## src/rtl/ct_lsu_wb_cmplt_arb_pkg.sv

```systemverilog
// -----------------------------------------------------------------------------
// ct_lsu_wb_cmplt_arb_pkg
// Shared constants and types for the LSU completion write-back arbiter.
//   PA_WIDTH       physical address / mtval width
//   LSU_IID_WIDTH  LSU instruction id width
//   STARVE_CNT_W   width of the fixed-priority starvation counters (limit 1..15)
//   arb_mode_e     arbitration policy selector
//   wb_flags_t     single-bit completion attributes of the winning source
// -----------------------------------------------------------------------------
package ct_lsu_wb_cmplt_arb_pkg;

    localparam int PA_WIDTH      = 40;
    localparam int LSU_IID_WIDTH = 7;
    localparam int STARVE_CNT_W  = 4;

    typedef enum logic [0:0] {
        ARB_FIXED = 1'b0,
        ARB_RR    = 1'b1
    } arb_mode_e;

    typedef struct packed {
        logic expt_vld;
        logic spec_fail;
        logic inst_flush;
        logic bkpta;
        logic bkptb;
    } wb_flags_t;

endpackage

```

## src/rtl/ct_lsu_wb_cmplt_arb_rr_arb.sv

```systemverilog
// -----------------------------------------------------------------------------
// ct_lsu_wb_rr_arb
// Round-robin arbiter for NUM_REQ requesters. The search for a winner starts at
// the pointer; requesters at or above the pointer are preferred (masked search),
// falling back to the lowest requester overall (unmasked search) on wrap.
// Ports:
//   i_clk    clock
//   i_rst_n  asynchronous active-low reset (pointer -> 0)
//   i_flush  suppresses every grant and freezes the pointer
//   i_req    request vector
//   o_grnt   combinational one-hot grant
// -----------------------------------------------------------------------------
module ct_lsu_wb_rr_arb
    import ct_lsu_wb_cmplt_arb_pkg::*;
#(
    parameter int NUM_REQ = 4
)(
    input  logic               i_clk,
    input  logic               i_rst_n,
    input  logic               i_flush,
    input  logic [NUM_REQ-1:0] i_req,
    output logic [NUM_REQ-1:0] o_grnt
);

    localparam int               PTR_W    = $clog2(NUM_REQ);
    localparam logic [PTR_W-1:0] LAST_IDX = PTR_W'(NUM_REQ - 1);

    logic [PTR_W-1:0]   r_ptr;
    logic [NUM_REQ-1:0] w_masked;
    logic [NUM_REQ-1:0] w_pick;
    logic [NUM_REQ-1:0] w_grnt;
    logic [PTR_W-1:0]   w_win_idx;

    // Isolates the lowest set bit (two's complement trick).
    function automatic logic [NUM_REQ-1:0] lowest_onehot(input logic [NUM_REQ-1:0] v);
        return v & (~v + {{(NUM_REQ-1){1'b0}}, 1'b1});
    endfunction

    // Masked/unmasked priority search starting at the pointer.
    always_comb begin
        w_masked  = '0;
        w_win_idx = '0;
        for (int i = 0; i < NUM_REQ; i++) begin
            w_masked[i] = i_req[i] & (PTR_W'(i) >= r_ptr);
        end
        if (|w_masked) begin
            w_pick = w_masked;
        end else begin
            w_pick = i_req;
        end
        if (i_flush) begin
            w_grnt = '0;
        end else begin
            w_grnt = lowest_onehot(w_pick);
        end
        for (int i = 0; i < NUM_REQ; i++) begin
            w_win_idx = w_win_idx | (w_grnt[i] ? PTR_W'(i) : {PTR_W{1'b0}});
        end
    end

    assign o_grnt = w_grnt;

    // Pointer moves past the winner; idle and flushed cycles leave it alone.
    always_ff @(posedge i_clk or negedge i_rst_n) begin
        if (!i_rst_n) begin
            r_ptr <= '0;
        end else if (|w_grnt) begin
            if (w_win_idx == LAST_IDX) begin
                r_ptr <= '0;
            end else begin
                r_ptr <= w_win_idx + PTR_W'(1);
            end
        end else begin
            r_ptr <= r_ptr;
        end
    end

endmodule

```

## src/rtl/ct_lsu_wb_cmplt_arb.sv

```systemverilog
// -----------------------------------------------------------------------------
// ct_lsu_wb_cmplt_arb
// Completion write-back arbiter for one LSU->RTU WB pipe. Merges NUM_REQ
// completion sources onto one registered pipe (latency 1).
//   ARB_MODE 0: fixed priority (index 0 highest) with starvation promotion
//   ARB_MODE 1: round-robin (ct_lsu_wb_rr_arb)
// Ports:
//   forever_cpuclk / cpurst_b       clock, asynchronous active-low reset
//   rtu_yy_xx_flush                 global flush: kills grant and next completion
//   req_*                           per-source completion request and payload
//   req_grnt                        combinational one-hot grant
//   lsu_rtu_wb_*                    registered completion to the ROB
// -----------------------------------------------------------------------------
module ct_lsu_wb_cmplt_arb
    import ct_lsu_wb_cmplt_arb_pkg::*;
#(
    parameter int NUM_REQ      = 2,
    parameter int ARB_MODE     = 0,
    parameter int STARVE_LIMIT = 4,
    parameter int IID_W        = LSU_IID_WIDTH,
    parameter int PA_W         = PA_WIDTH
)(
    input  logic                    forever_cpuclk,
    input  logic                    cpurst_b,
    input  logic                    rtu_yy_xx_flush,
    input  logic [NUM_REQ-1:0]      req_vld,
    input  logic [NUM_REQ*IID_W-1:0] req_iid,
    input  logic [NUM_REQ-1:0]      req_expt_vld,
    input  logic [NUM_REQ*5-1:0]    req_expt_vec,
    input  logic [NUM_REQ*PA_W-1:0] req_mtval,
    input  logic [NUM_REQ-1:0]      req_spec_fail,
    input  logic [NUM_REQ-1:0]      req_inst_flush,
    input  logic [NUM_REQ-1:0]      req_bkpta,
    input  logic [NUM_REQ-1:0]      req_bkptb,
    output logic [NUM_REQ-1:0]      req_grnt,
    output logic                    lsu_rtu_wb_cmplt,
    output logic [IID_W-1:0]        lsu_rtu_wb_iid,
    output logic                    lsu_rtu_wb_expt_vld,
    output logic [4:0]              lsu_rtu_wb_expt_vec,
    output logic [PA_W-1:0]         lsu_rtu_wb_mtval,
    output logic                    lsu_rtu_wb_spec_fail,
    output logic                    lsu_rtu_wb_flush,
    output logic                    lsu_rtu_wb_abnormal,
    output logic                    lsu_rtu_wb_bkpta_data,
    output logic                    lsu_rtu_wb_bkptb_data
);

    logic [NUM_REQ-1:0] w_arb_grnt;
    logic [NUM_REQ-1:0] w_grnt;
    logic               w_any_grnt;
    logic [IID_W-1:0]   w_win_iid;
    logic [4:0]         w_win_vec;
    logic [PA_W-1:0]    w_win_mtval;
    wb_flags_t          w_win_flags;

    logic               r_cmplt;
    logic [IID_W-1:0]   r_iid;
    logic               r_expt_vld;
    logic [4:0]         r_expt_vec;
    logic [PA_W-1:0]    r_mtval;
    logic               r_spec_fail;
    logic               r_flush;
    logic               r_abnormal;
    logic               r_bkpta;
    logic               r_bkptb;

    // Isolates the lowest set bit (two's complement trick).
    function automatic logic [NUM_REQ-1:0] lowest_onehot(input logic [NUM_REQ-1:0] v);
        return v & (~v + {{(NUM_REQ-1){1'b0}}, 1'b1});
    endfunction

    generate
        if (ARB_MODE == int'(ARB_RR)) begin : g_rr
            ct_lsu_wb_rr_arb #(
                .NUM_REQ (NUM_REQ)
            ) u_rr_arb (
                .i_clk   (forever_cpuclk),
                .i_rst_n (cpurst_b),
                .i_flush (rtu_yy_xx_flush),
                .i_req   (req_vld),
                .o_grnt  (w_arb_grnt)
            );
        end else begin : g_fixed
            localparam logic [STARVE_CNT_W-1:0] LIMIT_C = STARVE_CNT_W'(STARVE_LIMIT);

            logic [STARVE_CNT_W-1:0] r_starve_cnt [NUM_REQ];
            logic [NUM_REQ-1:0]      w_promoted;
            logic [NUM_REQ-1:0]      w_pick;

            // Promoted requesters form a higher priority class; lowest index wins inside a class.
            always_comb begin
                w_promoted = '0;
                for (int i = 0; i < NUM_REQ; i++) begin
                    w_promoted[i] = req_vld[i] & (r_starve_cnt[i] == LIMIT_C);
                end
                if (|w_promoted) begin
                    w_pick = w_promoted;
                end else begin
                    w_pick = req_vld;
                end
                if (rtu_yy_xx_flush) begin
                    w_arb_grnt = '0;
                end else begin
                    w_arb_grnt = lowest_onehot(w_pick);
                end
            end

            // Counts consecutive lost cycles per source, saturating at the promotion level.
            always_ff @(posedge forever_cpuclk or negedge cpurst_b) begin
                if (!cpurst_b) begin
                    for (int i = 0; i < NUM_REQ; i++) begin
                        r_starve_cnt[i] <= '0;
                    end
                end else begin
                    for (int i = 0; i < NUM_REQ; i++) begin
                        if (rtu_yy_xx_flush || !req_vld[i] || w_arb_grnt[i]) begin
                            r_starve_cnt[i] <= '0;
                        end else if (r_starve_cnt[i] != LIMIT_C) begin
                            r_starve_cnt[i] <= r_starve_cnt[i] + STARVE_CNT_W'(1);
                        end else begin
                            r_starve_cnt[i] <= r_starve_cnt[i];
                        end
                    end
                end
            end
        end
    endgenerate

    // No grant is issued while reset is held, so nothing can leak out mid-reset.
    always_comb begin
        if (cpurst_b) begin
            w_grnt = w_arb_grnt;
        end else begin
            w_grnt = '0;
        end
    end

    assign req_grnt   = w_grnt;
    assign w_any_grnt = |w_grnt;

    // One-hot AND-OR mux of the winner's payload.
    always_comb begin
        w_win_iid   = '0;
        w_win_vec   = '0;
        w_win_mtval = '0;
        w_win_flags = '0;
        for (int i = 0; i < NUM_REQ; i++) begin
            w_win_iid   = w_win_iid   | ({IID_W{w_grnt[i]}} & req_iid[i*IID_W +: IID_W]);
            w_win_vec   = w_win_vec   | ({5{w_grnt[i]}}     & req_expt_vec[i*5 +: 5]);
            w_win_mtval = w_win_mtval | ({PA_W{w_grnt[i]}}  & req_mtval[i*PA_W +: PA_W]);
            w_win_flags.expt_vld   = w_win_flags.expt_vld   | (w_grnt[i] & req_expt_vld[i]);
            w_win_flags.spec_fail  = w_win_flags.spec_fail  | (w_grnt[i] & req_spec_fail[i]);
            w_win_flags.inst_flush = w_win_flags.inst_flush | (w_grnt[i] & req_inst_flush[i]);
            w_win_flags.bkpta      = w_win_flags.bkpta      | (w_grnt[i] & req_bkpta[i]);
            w_win_flags.bkptb      = w_win_flags.bkptb      | (w_grnt[i] & req_bkptb[i]);
        end
    end

    // Completion valid follows the grant one cycle later; a flush already zeroed the grant.
    always_ff @(posedge forever_cpuclk or negedge cpurst_b) begin
        if (!cpurst_b) begin
            r_cmplt <= 1'b0;
        end else begin
            r_cmplt <= w_any_grnt;
        end
    end

    // Completion attributes load only on a grant (clock-enable equivalent of the gated cell).
    always_ff @(posedge forever_cpuclk or negedge cpurst_b) begin
        if (!cpurst_b) begin
            r_iid       <= '0;
            r_expt_vld  <= 1'b0;
            r_spec_fail <= 1'b0;
            r_flush     <= 1'b0;
            r_abnormal  <= 1'b0;
            r_bkpta     <= 1'b0;
            r_bkptb     <= 1'b0;
        end else if (w_any_grnt) begin
            r_iid       <= w_win_iid;
            r_expt_vld  <= w_win_flags.expt_vld;
            r_spec_fail <= w_win_flags.spec_fail;
            r_flush     <= w_win_flags.inst_flush | w_win_flags.spec_fail;
            r_abnormal  <= w_win_flags.expt_vld | w_win_flags.inst_flush | w_win_flags.spec_fail;
            r_bkpta     <= w_win_flags.bkpta;
            r_bkptb     <= w_win_flags.bkptb;
        end else begin
            r_iid       <= r_iid;
            r_expt_vld  <= r_expt_vld;
            r_spec_fail <= r_spec_fail;
            r_flush     <= r_flush;
            r_abnormal  <= r_abnormal;
            r_bkpta     <= r_bkpta;
            r_bkptb     <= r_bkptb;
        end
    end

    // Exception vector and mtval keep the last excepting completion's values.
    always_ff @(posedge forever_cpuclk or negedge cpurst_b) begin
        if (!cpurst_b) begin
            r_expt_vec <= '0;
            r_mtval    <= '0;
        end else if (w_any_grnt && w_win_flags.expt_vld) begin
            r_expt_vec <= w_win_vec;
            r_mtval    <= w_win_mtval;
        end else begin
            r_expt_vec <= r_expt_vec;
            r_mtval    <= r_mtval;
        end
    end

    assign lsu_rtu_wb_cmplt      = r_cmplt;
    assign lsu_rtu_wb_iid        = r_iid;
    assign lsu_rtu_wb_expt_vld   = r_expt_vld;
    assign lsu_rtu_wb_expt_vec   = r_expt_vec;
    assign lsu_rtu_wb_mtval      = r_mtval;
    assign lsu_rtu_wb_spec_fail  = r_spec_fail;
    assign lsu_rtu_wb_flush      = r_flush;
    assign lsu_rtu_wb_abnormal   = r_abnormal;
    assign lsu_rtu_wb_bkpta_data = r_bkpta;
    assign lsu_rtu_wb_bkptb_data = r_bkptb;

endmodule
```

## config.mk

```make
export PLATFORM = sky130hd
export DESIGN_NAME = ct_lsu_wb_cmplt_arb
export DESIGN_NICKNAME = d
export VERILOG_FILES = /design/src/rtl/ct_lsu_wb_cmplt_arb_pkg.sv /design/src/rtl/ct_lsu_wb_cmplt_arb_rr_arb.sv /design/src/rtl/ct_lsu_wb_cmplt_arb.sv
export SDC_FILE = /design/constraint.sdc
export NUM_CORES = 1
export LEC_CHECK = 0
export ABC_AREA = 0
export CAP_MARGIN = 20
export CORE_MARGIN = 5
export CORE_UTILIZATION = 41
export CTS_CLUSTER_SIZE = 24
export DETAILED_ROUTE_END_ITERATION = 10
export PLACE_DENSITY = 0.9
export SLEW_MARGIN = 20
export SYNTH_ARGS = -nofsm -noshare
export SYNTH_HDL_FRONTEND = slang
export SYNTH_SLANG_ARGS = --single-unit
```

## constraint.sdc

```tcl
create_clock -name forever_cpuclk -period 4.3 [get_ports forever_cpuclk]
set_input_delay 0.645 -clock forever_cpuclk [delete_from_list [all_inputs] [get_ports forever_cpuclk]]
set_output_delay 0.645 -clock forever_cpuclk [all_outputs]
set_load 0.01 [all_outputs]
```

[Yosys cells after proc, flatten, opt, wreduce, memory -nomap -nowiden]
Cells that the tools add are included.
Word-level totals
  bits in registers: 67
  bits in latches: 0
  memory bits (writable): 0
  bits in read-only memories: 0
  output and inout bits: 61
  logic and storage cells: 68
  memories kept: 0
Operators by class
  $add $sub $neg: 3
  $mul: 0
  divide/modulo/power cells: 0
  $lt $le $gt $ge: 0
  eq/ne operators: 4
  shift operators: 0
  multiplexer cells: 7
  bitwise logic cells: 31
  reduce and logical (&&, ||, !) cells: 11
Operator list (count)
  $and A40 B40 Y40: 2
  $or A40 B40 Y40: 1
  $mux W4: 4
  $and A7 B7 Y7: 2
  $and A1 B1 Y1: 12
  $and A5 B5 Y5: 2
  $add A4 B1 Y4 const B: 2
  $eq A4 B3 Y1 const B: 2
  $ne A4 B3 Y1 const B: 2
  $or A1 B1 Y1: 8
  $or A7 B7 Y7: 1
  $mux W2: 3
  $or A5 B5 Y5: 1
  $logic_or A1 B1 Y1: 4
  $reduce_bool A2 Y1: 2
  $reduce_or A2 Y1: 2
  $add A2 B1 Y2 const B: 1
  $and A2 B2 Y2: 1
  $logic_not A1 Y1: 2
  $not A2 Y2: 1
  $logic_and A1 B1 Y1: 1

[Longest topological paths before layout]
Gate-level depths: netlist (run 1).
  depth in word-level cells: 13
  mapped depth: 10
  depth with buffers taken out: 6

[Least setup slack after synthesis (run 1)]
Ideal clock, no wire load.
  path kind: reg2out
  start: register g_fixed.r_starve_cnt[0] in the netlist's numbering
  end: output req_grnt[1]
  data arrival time: 1.472 ns
  path slack: 2.183 ns
  cell stages (with the launch flop): 8
  buffers on the path: 2
  path through: dfrtp_1 inv_1 ha_1 and3b_1 buf_6 a31oi_4 nor3b_1 buf_2
Between the ends
  cells in the longest elaborated chain, start to end: 9
Ends and longest elaborated chain
  from (decl): RTL line ct_lsu_wb_cmplt_arb.sv:86  | logic [STARVE_CNT_W-1:0] r_starve_cnt [NUM_REQ];
  from (signal, indexed assignment): RTL line ct_lsu_wb_cmplt_arb.sv:119  | r_starve_cnt[i] <= r_starve_cnt[i] + STARVE_CNT_W'(1);
  from (signal, indexed assignment): RTL line ct_lsu_wb_cmplt_arb.sv:121  | r_starve_cnt[i] <= r_starve_cnt[i];
  $eq A4 B3 Y1 (*): RTL line ct_lsu_wb_cmplt_arb.sv:94  | w_promoted[i] = req_vld[i] & (r_starve_cnt[i] == LIMIT_C);
  $and A1 B1 Y1 (*): RTL line ct_lsu_wb_cmplt_arb.sv:94
  $reduce_or A2 Y1: RTL line ct_lsu_wb_cmplt_arb.sv:96  | if (|w_promoted) begin
  $mux W2 (*): RTL line ct_lsu_wb_cmplt_arb.sv:96
  $not A2 Y2: RTL line ct_lsu_wb_cmplt_arb.sv:69  | return v & (~v + {{(NUM_REQ-1){1'b0}}, 1'b1});
  $add A2 B1 Y2: RTL line ct_lsu_wb_cmplt_arb.sv:69
  $and A2 B2 Y2 (*): RTL line ct_lsu_wb_cmplt_arb.sv:69
  $mux W2 (*): RTL line ct_lsu_wb_cmplt_arb.sv:101  | if (rtu_yy_xx_flush) begin
  $mux W2 (*): RTL line ct_lsu_wb_cmplt_arb.sv:131  | if (cpurst_b) begin
  to (decl): RTL line ct_lsu_wb_cmplt_arb.sv:35  | output logic [NUM_REQ-1:0] req_grnt,
Mark *: on every way between the ends. The rest lies on a longest branch, timed or not.

[Worst setup path in the final report (run 1)]
  start: input req_vld[1]
  end: output req_grnt[1]
Between the ends
  cells in the longest elaborated chain, start to end: 8
Ends and longest elaborated chain
  from (decl): RTL line ct_lsu_wb_cmplt_arb.sv:26  | input logic [NUM_REQ-1:0] req_vld,
  $and A1 B1 Y1: RTL line ct_lsu_wb_cmplt_arb.sv:94
  $reduce_or A2 Y1: RTL line ct_lsu_wb_cmplt_arb.sv:96
  $mux W2 (*): RTL line ct_lsu_wb_cmplt_arb.sv:96
  $not A2 Y2: RTL line ct_lsu_wb_cmplt_arb.sv:69
  $add A2 B1 Y2: RTL line ct_lsu_wb_cmplt_arb.sv:69
  $and A2 B2 Y2 (*): RTL line ct_lsu_wb_cmplt_arb.sv:69
  $mux W2 (*): RTL line ct_lsu_wb_cmplt_arb.sv:101
  $mux W2 (*): RTL line ct_lsu_wb_cmplt_arb.sv:131
Marked as above.

==> run summary, run 1 <==
Starting Density: 41.4%
setup TNS: 0 ps
most frequent cells in the layout: clkdlybuf4s50_1, dfrtp_1, o32a_1, o21a_1
Post-CTS Setup Bufs: 0
f_max: 0.315 GHz
Main synth FF type: dfrtp_1
most used cell, CP: clkdlybuf4s50_1
Reg power frac: 42.0%
Post-Syn Nets: 378
Die H: 97.6 um
Worst Path Buf+Inv: 3
PD cells: 375 nW/um2
area fraction of the dominant cell type after synthesis: 53.3%
Ys Warns: 0
CP max stage cell: clkdlybuf4s50_1
Sinks on Clock Net: 67
Worst VDD drop: 0.233 mV
top area cells in the synthesized netlist: dfrtp_1, o32a_1, o21a_1, buf_6, a221o_1
unrepaired setup endpoints after global routing: no
worst path required time: 3650 ps
share of layout cells above drive strength 1: 5.56%
placed insts: 519
crit path cell chain: clkdlybuf4s50_1 -> nor2b_1 -> a31oi_4 -> nor3b_1 -> buf_4 -> clkdlybuf4s50_1
clock root cell: clkbuf_8
Worst-path clk slew: 70 ps
Detailed Place HPWL: 7.37 mm
nets@finish: 551
Hold Buf Count CTS: 0
num ports: 180
antenna-violating nets left: 0
slew margin rel.: 33.9%
initial antenna violation count: 0
starting DRC count in detailed routing: 122
Setup crit start kind: input port
worst-margin pin slew: 992 ps
Final Hold Fails: 0
most common cell after layout, fill and taps aside: clkdlybuf4s50_1
P_int: 1.43 mW
switch share: 25.9%
Worst EP arrival: 2530 ps
synthesis-to-finish area growth: 63.3%
Port Buffers: 179
grt ovf: 0
Sw Pwr: 0.500 mW
synthesized area: 3150 um2
Yosys top cell by area: dfrtp_1
total of max-cap violations: 0
CTS tree: done
Die Area: 9530 um2
Non-Filler Instances: 534
Comb pwr share: 31.1%
clock buffer depth: 2
Clock Latency Late Sink: 330 ps
count of pins over their slew limit: 0
Syn Area/Cell: 12.3 um2
cts repair resizes: 0
EDFF count, synth: 0
number of cell rows: 32
skew final: 6.04 ps
Ant. Diodes: 0
DRC: 0
Post-Syn Instances: 255
Seq/Total Area, Yosys: 53.3%
Die X: 97.6 um
DR pass1 iterations: 4
outcome: finished, final reports clean
R2R cell count: 7
WL/cell: 18.4 um
largest stage delay on the critical path: 600 ps
vias in the first global route: 3066
CP delay by family, top: buffers and inverters
CP max FO: 11
WL final: 9.83 mm
TritonCTS buffer count: 9
Util after Layout: 67.5%
Vias per Instance: 5.38
Setup violations, final: 0
part of the power in the clock network: 27.0%
crit end category: output pin
largest net degree at the start of global routing: 50
P_leak: 1.97 nW
Post-synth ARST share: 100%
final period utilization: 73.7%
first-pass GRT wire length: 16.2 mm
post-synthesis sequential element count: 67
GPL Wtd Cong: 0.892
hold crit path type: input port to asynchronous set/reset pin
Critical Path Stages: 6
core region area: 7610 um2
vias: 2873
Crit Path Class: input port to output pin
H-Tree Depth: 3
All-Layer GR Usage: 21.2%
Netlist cell types: 34
Final min period: 3170 ps
==> state kept, by name, summed over array words and instances (netlist names) <==
signal and count:
g_fixed.r_starve_cnt 8, lsu_rtu_wb_abnormal 1, lsu_rtu_wb_bkpta_data 1, lsu_rtu_wb_bkptb_data 1
lsu_rtu_wb_cmplt 1, lsu_rtu_wb_expt_vec 5, lsu_rtu_wb_expt_vld 1, lsu_rtu_wb_flush 1
lsu_rtu_wb_iid 7, lsu_rtu_wb_mtval 40, lsu_rtu_wb_spec_fail 1
==> synthesized netlist by cell type (all sizes together) (5+ instances only) <==
cell type	n
buf	18
o21a	45
clkbuf	5
inv	6
nor2	11
a221o	10
nand2	5
o32a	45
dfrtp	67
and2	10
==> layout make-up <==
cell class                      instances  area (um2)
Inverter                                6        22.5
Tap cell                              102         128
Clock inverter                          2        35.0
Timing Repair Buffer                  185        1830
Fill cell                             585        2470
Multi-Input combinational cell        159        1290
Clock buffer                           13         159
Sequential cell                        67        1680
==> stage by stage <==
stage / worst slack, ps / total power, mW / hold WS [ps] / cell area, um2
finish: 1130 / 1.93 / 276 / 5140
global route: 980 / 2.03 / 286 / 5140
CTS: 1150 / 1.95 / 277 / 5140
global placement: 1150 / 1.41 / 469 / 4940
detailed placement: 1140 / 1.43 / 475 / 4940
floorplan: 2180 / 1.02 / 349 / 3150
==> routing by layer <==
metal  GRT usage, %  up-vias  wire (um)
met2           36.8      114       5100
met5              0        -          0
met3           5.89       18        587
met4           7.14        0        192
met1           25.3     1404       3950
li1               -     1337          -
==> power groups by stage <==
stage | clock network (mW) | logic (mW) | registers [mW]
after detailed placement | 0 | 0.607 | 0.822
after global routing | 0.564 | 0.637 | 0.825
after CTS | 0.534 | 0.609 | 0.811
after global placement | 0 | 0.593 | 0.816
after floorplan | 0 | 0.150 | 0.873
final | 0.520 | 0.600 | 0.809
==> final timing paths <==
| kind | start | slack (ps) | to |
|---|---|---|---|
| max | req_vld[1] | 1130 | req_grnt[1] |
| min | cpurst_b | 280 | lsu_rtu_wb_cmplt$_DFF_PN0_ |
| max reg2reg | g_fixed.r_starve_cnt[0]$_DFFE_PN0P_ | 1330 | lsu_rtu_wb_mtval[20]$_DFFE_PN0P_ |
| min reg2reg | g_fixed.r_starve_cnt[4]$_DFFE_PN0P_ | 480 | g_fixed.r_starve_cnt[4]$_DFFE_PN0P_ |
| max in group asynchronous | cpurst_b | 3020 | lsu_rtu_wb_iid[2]$_DFFE_PN0P_ |
| min in group forever_cpuclk | g_fixed.r_starve_cnt[4]$_DFFE_PN0P_ | 480 | g_fixed.r_starve_cnt[4]$_DFFE_PN0P_ |
==> cell families (layout without fill, tap and decap cells) <==
logic type	count (synthesis)	count (layout)	share of synthesized area, %
muxes	1	1	0.318
DFF	67	67	53.3
buffers and inverters	29	206	6.16
xor gates and xnor gates	3	3	0.835
AOI/OAI and AO/OA	111	111	31.1
and+or+nand+nor	40	40	6.72
adders and majority gates	4	4	1.59
(Power assumes the default switching activity.)
==> run 2: changes to the inputs <==
CORE_UTILIZATION = 35   (was 41)
PLACE_DENSITY = 0.83   (was 0.9)
clock period = 2.7 ns   (was 4.3 ns; I/O delays follow)
==> run 2 against run 1 <==
Clock skew grew 1.3 ps. Non-clock buffer count grew 6. Final area rose by 0.66%. Via count up 0.59%. Critical path type is now flop to output pin. Largest cell class unchanged.
==> run summary, run 2 (synthesis gave the netlist of run 1 again) <==
worst-margin pin slew: 945 ps
reg2reg start: g_fixed.r_starve_cnt[1]$_DFFE_PN0P_
placed cell areas: 4970 um2
CP max FO: 4
H-Tree Depth: 3
total power: 2.95 mW
starting DRC count in detailed routing: 174
Non-Filler Instances: 545
vias: 2890
Setup WS post-layout: 207 ps
P_leak: 2.01 nW
part of the power in the clock network: 24.2%
crit path from: g_fixed.r_starve_cnt[1]$_DFFE_PN0P_
largest net degree at the start of global routing: 68
Clock Latency Late Sink: 320 ps
Util after Layout: 59.0%
total of max-cap violations: 0
Comb pwr share: 32.3%
Vias per Instance: 5.30
grt met1 use: 20.9%
crit end category: output pin
DR pass1 iterations: 4
f_max: 0.401 GHz
setup TNS: 0 ps
Die H: 105 um
unrepaired setup endpoints after global routing: no
final period utilization: 92.3%
placed insts: 528
CTS tree: done
num ports: 180
Detailed Place HPWL: 7.28 mm
FILL cells: 712
Sinks on Clock Net: 67
count of pins over their slew limit: 0
met2 Resource Use GR: 29.0%
Final min period: 2490 ps
Setup crit start kind: flop
number of cell rows: 34
Setup violations, final: 0
nets@finish: 557
worst path required time: 2300 ps
most common cell after layout, fill and taps aside: clkdlybuf4s50_1
Worst EP arrival: 2090 ps
Die Area: 11000 um2
DRC: 0
Sw Pwr: 0.777 mW
met3 usage: 6.84%
P_int: 2.18 mW
Final Hold Fails: 0
most frequent cells in the layout: clkdlybuf4s50_1, dfrtp_1, o32a_1, o21a_1, buf_4
switch share: 26.3%
All-Layer GR Usage: 17.3%
WL final: 9.71 mm
Worst-path clk slew: 70 ps
slew margin rel.: 36.6%
Crit Path Class: flop to output pin
GPL Wtd Cong: 0.837
core region area: 8760 um2
TritonCTS buffer count: 9
outcome: finished, final reports clean
number of flip-flops in the largest register: 40
skew final: 7.34 ps
synthesis-to-finish area growth: 64.4%
Starting Density: 35.9%
post-place setup slack: 180 ps
Ant. Diodes: 0
first-pass GRT wire length: 15.7 mm
clock root cell: clkbuf_8
hold crit path type: input port to asynchronous set/reset pin
Reg area: 1680 um2
clock buffer depth: 2
Die X: 105 um
gr busiest metal: met2
share of layout cells above drive strength 1: 7.32%
Reg power frac: 43.5%
final hold slack: 331 ps
grt ovf: 0
WL/cell: 17.8 um
antenna-violating nets left: 0
Final Cell Area: 5170 um2
Port Buffers: 179
area of the multi-input gates: 1290 um2
vias in the first global route: 3002
Worst VDD drop: 0.266 mV
initial antenna violation count: 1
PD cells: 571 nW/um2
run 2: routing by layer:
metal | routed length, um | part of all wire (%) | vias to the layer above
li1 | - | - | 1351
met1 | 3920 | 40 | 1407
met2 | 4840 | 50 | 118
met3 | 833 | 8.6 | 12
met4 | 99 | 1.0 | 2
met5 | 20 | 0.21 | -
run 2: power by group through the flow:
stage                     logic (mW)  clock network, mW  registers (mW)
final                          0.954              0.716            1.28
after global routing            1.01              0.802            1.31
after CTS                      0.970              0.747            1.28
after global placement         0.951                  0            1.29
after floorplan                0.239                  0            1.39
after detailed placement       0.967                  0            1.30
run 2: timing repair:
action / 4_1_cts / 5_1_grt
pin swaps: 0 / 0
setup buffers: 0 / 3
gates resized for setup: 3 / 1
hold buffers: 0 / 0
gates cloned: 0 / 0
setup endpoints to repair: 2 / 1
run 2: path summary, 6_finish.rpt:
kind	endpoint	slack (ps)	cells past startpoint
worst max-delay path	req_grnt[0]	210	7
worst min-delay path	lsu_rtu_wb_iid[3]$_DFFE_PN0P_	330	2
worst max register to register	lsu_rtu_wb_expt_vec[2]$_DFFE_PN0P_	340	8
worst min register to register	lsu_rtu_wb_expt_vld$_DFFE_PN0P_	480	1
max in group asynchronous	lsu_rtu_wb_mtval[7]$_DFFE_PN0P_	1820	2
min in group forever_cpuclk	lsu_rtu_wb_expt_vld$_DFFE_PN0P_	480	1
run 2: critical path: stages (launching register included):
cell	delay (ps)
dfrtp_1	410
inv_1	80
ha_1	210
and3b_2	270
buf_4	150
and3_1	170
nor2_1	180
dlygate4sd2_1	300
run 2: layout make-up:
type / instances / share of cell area, %
Clock buffer: 12 / 3.00
Clock inverter: 2 / 0.242
Inverter: 6 / 0.435
Multi-Input combinational cell: 159 / 25.0
Sequential cell: 67 / 32.4
Tap cell: 108 / 2.61
Timing Repair Buffer: 191 / 36.3
==> run 3: changes to the inputs <==
GPL_ROUTABILITY_DRIVEN = 0   (was default)
==> results of run 3 <==
Same layout as run 2: the final DEF is identical, and so are final timing and power.
